<file path="config.mk">
export PLATFORM = sky130hd
export DESIGN_NAME = muldiv_seq_ctrl
export DESIGN_NICKNAME = d
export VERILOG_FILES = /design/src/rtl/muldiv_seq_ctrl.sv
export SDC_FILE = /design/constraint.sdc
export NUM_CORES = 2
export LEC_CHECK = 0
export CAP_MARGIN = 30
export CORE_ASPECT_RATIO = 1.1
export CORE_UTILIZATION = 30
export CTS_CLUSTER_DIAMETER = 200
export DETAILED_ROUTE_END_ITERATION = 6
export HOLD_SLACK_MARGIN = 0.06
export PLACE_DENSITY = 0.5
export REMOVE_ABC_BUFFERS = 1
export SLEW_MARGIN = 30
export SYNTH_ARGS = -nofsm -noshare
export SYNTH_HDL_FRONTEND = slang
export SYNTH_SLANG_ARGS = --single-unit
</file>
<file path="constraint.sdc">
create_clock -name clk -period 5.1 [get_ports clk]
set_input_delay 1.02 -clock clk [delete_from_list [all_inputs] [get_ports clk]]
set_output_delay 1.02 -clock clk [all_outputs]
set_load 0.01 [all_outputs]
</file>
<file path="src/rtl/muldiv_seq_ctrl.sv">
// Multi-cycle RV64M multiply/divide/remainder sequencer.
// A radix-2 shift-add multiplier and a restoring divider share one 2*WIDTH
// accumulator. Operands are converted to magnitudes on entry and the sign
// is reapplied in a single fixup cycle before the result is registered.
module muldiv_seq_ctrl #(
  parameter int WIDTH = 64
) (
  input  logic             clk,
  input  logic             rst,
  input  logic             start_i,
  input  logic [2:0]       op_i,
  input  logic             is_W_i,
  input  logic [WIDTH-1:0] op1_i,
  input  logic [WIDTH-1:0] op2_i,
  input  logic             flush_i,
  output logic             hold_o,
  output logic             done_o,
  output logic [WIDTH-1:0] result_o
);

  localparam int AW = 2 * WIDTH;
  localparam int HW = WIDTH / 2;
  localparam int CW = $clog2(WIDTH + 1);

  typedef enum logic [1:0] {IDLE, CALC, FIXUP, DONE} state_t;

  // Sign-extend the low half-word to full width (W-op results and operands).
  function automatic logic [WIDTH-1:0] sext_w(input logic [HW-1:0] v);
    return {{(WIDTH-HW){v[HW-1]}}, v};
  endfunction

  function automatic logic [WIDTH-1:0] neg_w(input logic neg, input logic [WIDTH-1:0] v);
    return neg ? -v : v;
  endfunction

  function automatic logic [AW-1:0] neg_aw(input logic neg, input logic [AW-1:0] v);
    return neg ? -v : v;
  endfunction

  state_t           state_q, state_d;
  logic [2:0]       op_q;
  logic             is_w_q;
  logic             a_neg_q, b_neg_q;
  logic [CW-1:0]    cnt_q;
  logic [AW-1:0]    acc_q;
  logic [WIDTH-1:0] opb_q;

  logic             a_sgn, b_sgn, a_neg, b_neg;
  logic signed [WIDTH-1:0] a_red, b_red;
  logic [WIDTH-1:0] a_mag, b_mag, min_val, spec_res, opb_init;
  logic             div_zero, div_ovf, special, accept;
  logic [AW-1:0]    acc_init;

  // Entry decode: operand reduction, sign capture, magnitudes, special cases.
  always_comb begin
    a_sgn    = (op_i inside {3'b001, 3'b010, 3'b100, 3'b110}) | (is_W_i & (op_i == 3'b000));
    b_sgn    = (op_i inside {3'b001, 3'b100, 3'b110}) | (is_W_i & (op_i == 3'b000));
    a_red    = is_W_i ? (a_sgn ? sext_w(op1_i[HW-1:0]) : {{HW{1'b0}}, op1_i[HW-1:0]}) : op1_i;
    b_red    = is_W_i ? (b_sgn ? sext_w(op2_i[HW-1:0]) : {{HW{1'b0}}, op2_i[HW-1:0]}) : op2_i;
    a_neg    = a_sgn & a_red[WIDTH-1];
    b_neg    = b_sgn & b_red[WIDTH-1];
    a_mag    = neg_w(a_neg, a_red);
    b_mag    = neg_w(b_neg, b_red);
    min_val  = is_W_i ? sext_w({1'b1, {(HW-1){1'b0}}}) : {1'b1, {(WIDTH-1){1'b0}}};
    div_zero = op_i[2] & (b_red == '0);
    div_ovf  = op_i[2] & ~op_i[0] & (a_red == min_val) & (b_red == '1);
    special  = div_zero | div_ovf;
    if (div_zero)
      spec_res = op_i[1] ? (is_W_i ? sext_w(op1_i[HW-1:0]) : op1_i) : '1;
    else
      spec_res = op_i[1] ? '0 : a_red;
    // The divider consumes dividend bits from the top, so W dividends start
    // in the upper half to finish after 32 iterations.
    acc_init = op_i[2] ? {{WIDTH{1'b0}}, (is_W_i ? (a_mag << HW) : a_mag)}
                       : {{WIDTH{1'b0}}, b_mag};
    opb_init = op_i[2] ? b_mag : a_mag;
    accept   = start_i & ~flush_i;
  end

  logic [WIDTH:0]   mul_sum, rem_sh;
  logic [WIDTH-1:0] diff;
  logic             ge;
  logic [AW-1:0]    acc_step;

  // One iteration: shift-add multiply step or restoring divide step.
  always_comb begin
    mul_sum  = {1'b0, acc_q[AW-1:WIDTH]} + (acc_q[0] ? {1'b0, opb_q} : '0);
    rem_sh   = acc_q[AW-1:WIDTH-1];
    ge       = rem_sh >= {1'b0, opb_q};
    diff     = rem_sh[WIDTH-1:0] - opb_q;
    if (op_q[2])
      acc_step = ge ? {diff, acc_q[WIDTH-2:0], 1'b1} : {acc_q[AW-2:0], 1'b0};
    else
      acc_step = {mul_sum, acc_q[WIDTH-1:1]};
  end

  logic [AW-1:0]    prod, prod_s;
  logic [WIDTH-1:0] quot_s, rem_s, sel, fix_res;

  // Fixup: reapply signs and pick the architectural result.
  always_comb begin
    prod   = is_w_q ? (acc_q >> HW) : acc_q;
    prod_s = neg_aw(a_neg_q ^ b_neg_q, prod);
    quot_s = neg_w(a_neg_q ^ b_neg_q, acc_q[WIDTH-1:0]);
    rem_s  = neg_w(a_neg_q, acc_q[AW-1:WIDTH]);
    case (op_q)
      3'b000:                 sel = prod_s[WIDTH-1:0];
      3'b001, 3'b010, 3'b011: sel = prod_s[AW-1:WIDTH];
      3'b100, 3'b101:         sel = quot_s;
      default:                sel = rem_s;
    endcase
    fix_res = is_w_q ? sext_w(sel[HW-1:0]) : sel;
  end

  // Next-state logic and handshake outputs.
  always_comb begin
    state_d = state_q;
    hold_o  = 1'b0;
    done_o  = 1'b0;
    case (state_q)
      IDLE: begin
        hold_o = accept;
        if (accept) state_d = special ? DONE : CALC;
      end
      CALC: begin
        hold_o = 1'b1;
        if (cnt_q == CW'(1)) state_d = FIXUP;
      end
      FIXUP: begin
        hold_o  = 1'b1;
        state_d = DONE;
      end
      DONE: begin
        done_o  = 1'b1;
        state_d = IDLE;
      end
      default: state_d = IDLE;
    endcase
    if (flush_i) state_d = IDLE;
  end

  // State, operand latch, iteration and result registers.
  always_ff @(posedge clk) begin
    if (rst) begin
      state_q  <= IDLE;
      op_q     <= '0;
      is_w_q   <= 1'b0;
      a_neg_q  <= 1'b0;
      b_neg_q  <= 1'b0;
      cnt_q    <= '0;
      acc_q    <= '0;
      opb_q    <= '0;
      result_o <= '0;
    end else begin
      state_q <= state_d;
      if (state_q == IDLE && accept) begin
        op_q    <= op_i;
        is_w_q  <= is_W_i;
        a_neg_q <= a_neg;
        b_neg_q <= b_neg;
        acc_q   <= acc_init;
        opb_q   <= opb_init;
        cnt_q   <= is_W_i ? CW'(HW) : CW'(WIDTH);
        if (special) result_o <= spec_res;
      end else if (state_q == CALC && !flush_i) begin
        acc_q <= acc_step;
        cnt_q <= cnt_q - CW'(1);
      end else if (state_q == FIXUP && !flush_i) begin
        result_o <= fix_res;
      end
    end
  end

endmodule

</file>
### Word level (Yosys, flattened, before mapping)

Index checks and enable logic that the tools add are counted.

* register bits after elaboration: 271
* bits in latches: 0
* RAM bits: 0
* memory bits (read-only): 0
* input port bits: 136
* output and inout bits: 66
* logic and storage cells: 107
* memories: 0

* add/subtract/negate cells: 8
* multiply operators: 0
* div/mod/pow operators: 0
* $lt $le $gt $ge: 1
* equality and inequality tests: 19
* shift operators: 0
* mux-type cells: 38
* bitwise logic cells: 14
* reduce and logical (&&, ||, !) cells: 18

Operators by type and width (count)
* 2-to-1 mux 64 bit: 21
* 2-to-1 mux 128 bit: 6
* negator 64 bit: 4
* one-hot mux 64 bit (3 select lines): 1
* negator 128 bit: 1
* adder 64 x 64 -> 65 bit: 1
* greater-or-equal comparator 65 x 64 -> 1 bit: 1
* == test 64 bit: 1
* == test 64 bit (second input constant): 1
* zero test 64 bit: 1
* subtractor 64 bit: 1
* 2-to-1 mux 63 bit: 1
* 2-to-1 mux 7 bit: 3
* == test 3 bit (second input constant): 4
* == test 3 x 2 -> 1 bit (second input constant): 3
* AND 1 bit: 8
* inequality test 2 bit (second input constant): 4
* one-hot mux 2 bit (4 select lines): 1
* == test 7 x 1 -> 1 bit (second input constant): 1
* subtractor 7 x 1 -> 7 bit (second input constant): 1
* == test 3 x 1 -> 1 bit (second input constant): 2
* zero test 3 bit: 2
* 2-to-1 mux 2 bit: 3
* OR reduction 2 bit: 3
* other kinds (16): 23

### Logic depth before layout (Yosys ltp)

* depth after elaboration: 12
* mapped depth: 24
* depth with buffers taken out: 15

### Least setup slack after synthesis

No wires, ideal clock.

* kind: reg2reg
* start point: register is_w_q
* end point: register result_o[44]
* setup time: 0.117 ns
* arrival: 4.863 ns
* required time: 4.983 ns
* setup slack: 0.120 ns
* stages on the path, launching flop included: 23
* buffers on the path: 11
* clock period less this slack: 4.980 ns
* path through: dfxtp_1 > buf_6 > buf_6 > buf_6 > buf_6 > buf_6 > buf_6 > buf_2 > buf_2 > buf_2 > buf_2 > buf_2 > mux2i_1 > ha_1 > o211ai_1 > a2111oi_4 > and4_4 > nand3_4 > a211o_1 > o311ai_0 > a21oi_1 > a211o_1 > a22o_1

* cells in the longest elaborated chain, start to end: 8

RTL lines
* from (decl): RTL line 42 `logic is_w_q;`
* from (signal assigned): RTL line 158 `is_w_q <= is_W_i;`
* 2-to-1 mux 128 bit: RTL line 102 `prod = is_w_q ? (acc_q >> HW) : acc_q;`
* negator 128 bit: RTL line 37 `return neg ? -v : v;`
* 2-to-1 mux 128 bit: RTL line 37
* one-hot mux 64 bit (3 select lines): RTL line 106 `case (op_q)`
* 2-to-1 mux 64 bit (*): RTL line 112 `fix_res = is_w_q ? sext_w(sel[HW-1:0]) : sel;`
* 2-to-1 mux 64 bit (*): RTL line 168 `end else if (state_q == FIXUP && !flush_i) begin`
* 2-to-1 mux 64 bit (*): RTL line 165 `end else if (state_q == CALC && !flush_i) begin`
* 2-to-1 mux 64 bit (*): RTL line 156 `if (state_q == IDLE && accept) begin`
* to (signal assigned): RTL line 164 `if (special) result_o <= spec_res;`
* to (signal assigned): RTL line 169 `result_o <= fix_res;`
* to (decl): RTL line 18 `output logic [WIDTH-1:0] result_o`

Every way passes the cells marked *; elsewhere a longest branch is shown, timed or not. The select of a mux whose other input is x is not followed.
A chain may end at the register's enable or synchronous reset.

### Final worst setup path

* start point: register is_w_q
* end point: register result_o[36]

Same word-level chain as after synthesis.

==> metrics.md <==
| Metric | Value |
|---|---|
| Most frequent cells in the layout | `580 x a21oi_1, 579 x nor2_1, 512 x nand2_1, 399 x o21ai_0, 356 x buf_4` |
| IO buf count | `201` |
| Grt total ovfl | `0` |
| Post-DP Area | `0.0410 mm2` |
| Cell area after layout | `0.0424 mm2` |
| H-tree depth reported by CTS | `2` |
| Vias in the first global route | `41016` |
| Slowest Stage Delay on Critical Path | `720 ps` |
| Simple-Gate Fraction of Synth Area | `24.3%` |
| Unrepaired setup endpoints after global routing | `false` |
| Required time worst endpoint | `5580 ps` |
| Residual DRC | `5` |
| Drt total wl | `219000 um` |
| Leak | `15.9 nW` |
| Setup WS pre-CTS | `17.5 ps` |
| Detailed placement HPWL | `172000 um` |
| CP startpoint kind | `flop` |
| Share of post-route cells with drive strength above 1 | `10.0%` |
| Setup TNS | `0 ps` |
| Final net count | `5761` |
| TritonCTS clock tree | `done` |
| Worst slew pin tran | `1070 ps` |
| Post-route clock period utilization | `99.5%` |
| Vias per cell | `6.27` |
| CTS buffer count | `39` |
| R2R cell count | `11` |
| Period minus WS final | `5080 ps` |
| Synth Instances | `5358` |
| Seq/Total Area, Yosys | `15.1%` |
| Critical path cell sequence | `buf_12 > nor3b_2 > o21ai_0 > or4_1 > or3_4 > a2111oi_2 > a211oi_2 > buf_4 > a21oi_4 > o221ai_1 > a32o_1` |
| Root buf cell | `clkbuf_16` |
| Power Density | `222 mW/mm2` |
| Via count | `44190` |
| First-pass GRT wire length | `306000 um` |
| Adder-Cell Fraction of Synth Area | `5.83%` |
| Die width | `332 um` |
| Std-Cell Rows | `132` |
| Hold WC Path Type | `flop to flop` |
| Seq cells post-synth | `271` |
| # Post-CTS Setup Buffers | `0` |
| Initial antenna violation count | `7` |
| Hold-fix buffers, CTS | `0` |
| WL/cell | `31.1 um` |
| Total Power | `9.40 mW` |
| Failing checks | `design-rule violations` |
| Clk sinks | `271` |
| Clock tree buffer depth | `3` |
| Synth cell types | `108` |
| Crit path max fanout | `60` |
| Final setup fails | `0` |
| Post-synth EDFFs | `0` |
| Antenna Nets Post-Route | `0` |
| Mapped cell area | `0.0359 mm2` |
| Area grow syn2layout | `18.1%` |
| Final WS setup | `24.6 ps` |
| Worst setup path category | `flop to flop` |
| Status | `finished with violations` |
| Ys async rst share | `0%` |
| Core Area | `0.118 mm2` |
| Multiplexer share of the synthesized area | `5.09%` |
| Worst-path clk slew | `60 ps` |
| Pre-antenna DRT Iters | `7` |
| Combinational family with the most area after synthesis | `compound AO/OA/AOI/OAI gates` |
| Worst Skew | `27.9 ps` |
| Compound-Gate Fraction of Synth Area | `32.3%` |
| Critical Path End Type | `flop` |
| Synth Area per Inst | `6.70 um2` |
| Util after Layout | `35.9%` |
| DIE HEIGHT | `365 um` |
| Final count of pins violating max slew | `0` |
| Die area | `0.121 mm2` |
| Final std cells w/o fill | `7051` |
| Initial Util | `30.4%` |
| Max Freq | `197 MHz` |
| Initial DRC Count | `5521` |
| Fill cell count | `12867` |
| Final hold slack | `454 ps` |
| Top FF cell, synth | `dfxtp_1` |
| Rel. slew slack | `28.4%` |
| Cells after DPL | `6982` |
| Largest net degree at the start of global routing | `126` |
| Hold Path Stages | `2` |
| Ports | `202` |
| Yosys Warn Count | `0` |
| Synth Area in XOR/XNOR | `10.5%` |
| Slowest-stage cell, CP | `or4_1` |
| Footprint of the multi-input gates | `0.0282 mm2` |
| Maximum VDD drop | `0.202 mV` |
| Critical Path AT | `5560 ps` |
| FF/Latch Area | `0.00544 mm2` |
| Most common cell after layout, fill and taps aside | `a21oi_1` |
| Final Hold Vio Count | `0` |
| Max-cap viol count | `0` |
| Gr usage total | `34.6%` |
| GPL Wtd Cong | `1.05` |
| Worst-Skew Late Latency | `610 ps` |
[layer usage]
metal | GRT usage [%] | share of wire, %
met5 | 0 | 0.015
met4 | 28.4 | 9.9
met3 | 6.19 | 8.8
met2 | 53.1 | 42
met1 | 42.3 | 39
[state kept, by name, indices dropped and copies added, names as in the netlist]
name and cells:
is_w_q 1, state_q 2, cnt_q 7, op_q 3, b_neg_q 1, a_neg_q 1, opb_q 64, acc_q 128
result_o 64
[final timing paths]
check | startpoint | endpoint | slack, ps
setup reg to reg | is_w_q | result_o[36] | 20
hold / removal | opb_q[35] | opb_q[35] | 450
hold reg to reg | opb_q[35] | opb_q[35] | 450
setup / recovery | is_w_q | result_o[36] | 20
[kinds of logic after synthesis]
logic type | count (synthesis)
AOI/OAI and AO/OA | 1838
buffers and inverters | 627
and+or+nand+nor | 1838
adders and majority gates | 172
muxes | 181
DFF | 271
xor gates and xnor gates | 431
[cells in the mapped netlist, types with 78 or more instances]
library cell,instances,area share (%)
a211oi_1,112,2.3
a21o_1,83,1.7
a21oi_1,580,8.1
a31oi_1,78,1.4
clkbuf_1,411,4.3
dfxtp_1,271,15
ha_1,141,4.9
inv_1,136,1.4
mux2i_1,172,4.8
nand2_1,513,5.4
nand3_1,103,1.4
nor2_1,588,6.1
nor3_1,163,2.3
o211ai_1,102,2.1
o21ai_0,399,5.6
xnor2_1,235,5.7
xor2_1,196,4.8
[timing repair]
item	in CTS	in global routing
setup endpoints to repair	2	13
hold endpoints to repair	0	0
gates resized for setup	1	2
[where the power goes]
| part | total [mW] | switching (mW) | internal (mW) |
|---|---|---|---|
| Clock | 3.06 | 1.24 | 1.81 |
| Combinational | 3.96 | 2.65 | 1.30 |
| Sequential | 2.39 | 0.179 | 2.21 |
[cell type report]
class                   count  area share, %
repair buffers            571           11.8
multi-input cells        4460           66.5
well taps                1541           4.55
clock inverters            17          0.614
clock buffers              51           2.57
flip-flops and latches    271           12.8
inverters                 139           1.23
diodes                      1        0.00590
[worst max-delay path: cells and delay by family (launching register included)]
family,cells,cell delay (ps)
AO/OA/AOI/OAI,6,1760
buffers and inverters,2,590
flip-flops,1,680
AND/OR/NAND/NOR,3,1820
No activity file was read; power rests on OpenSTA's default activity.
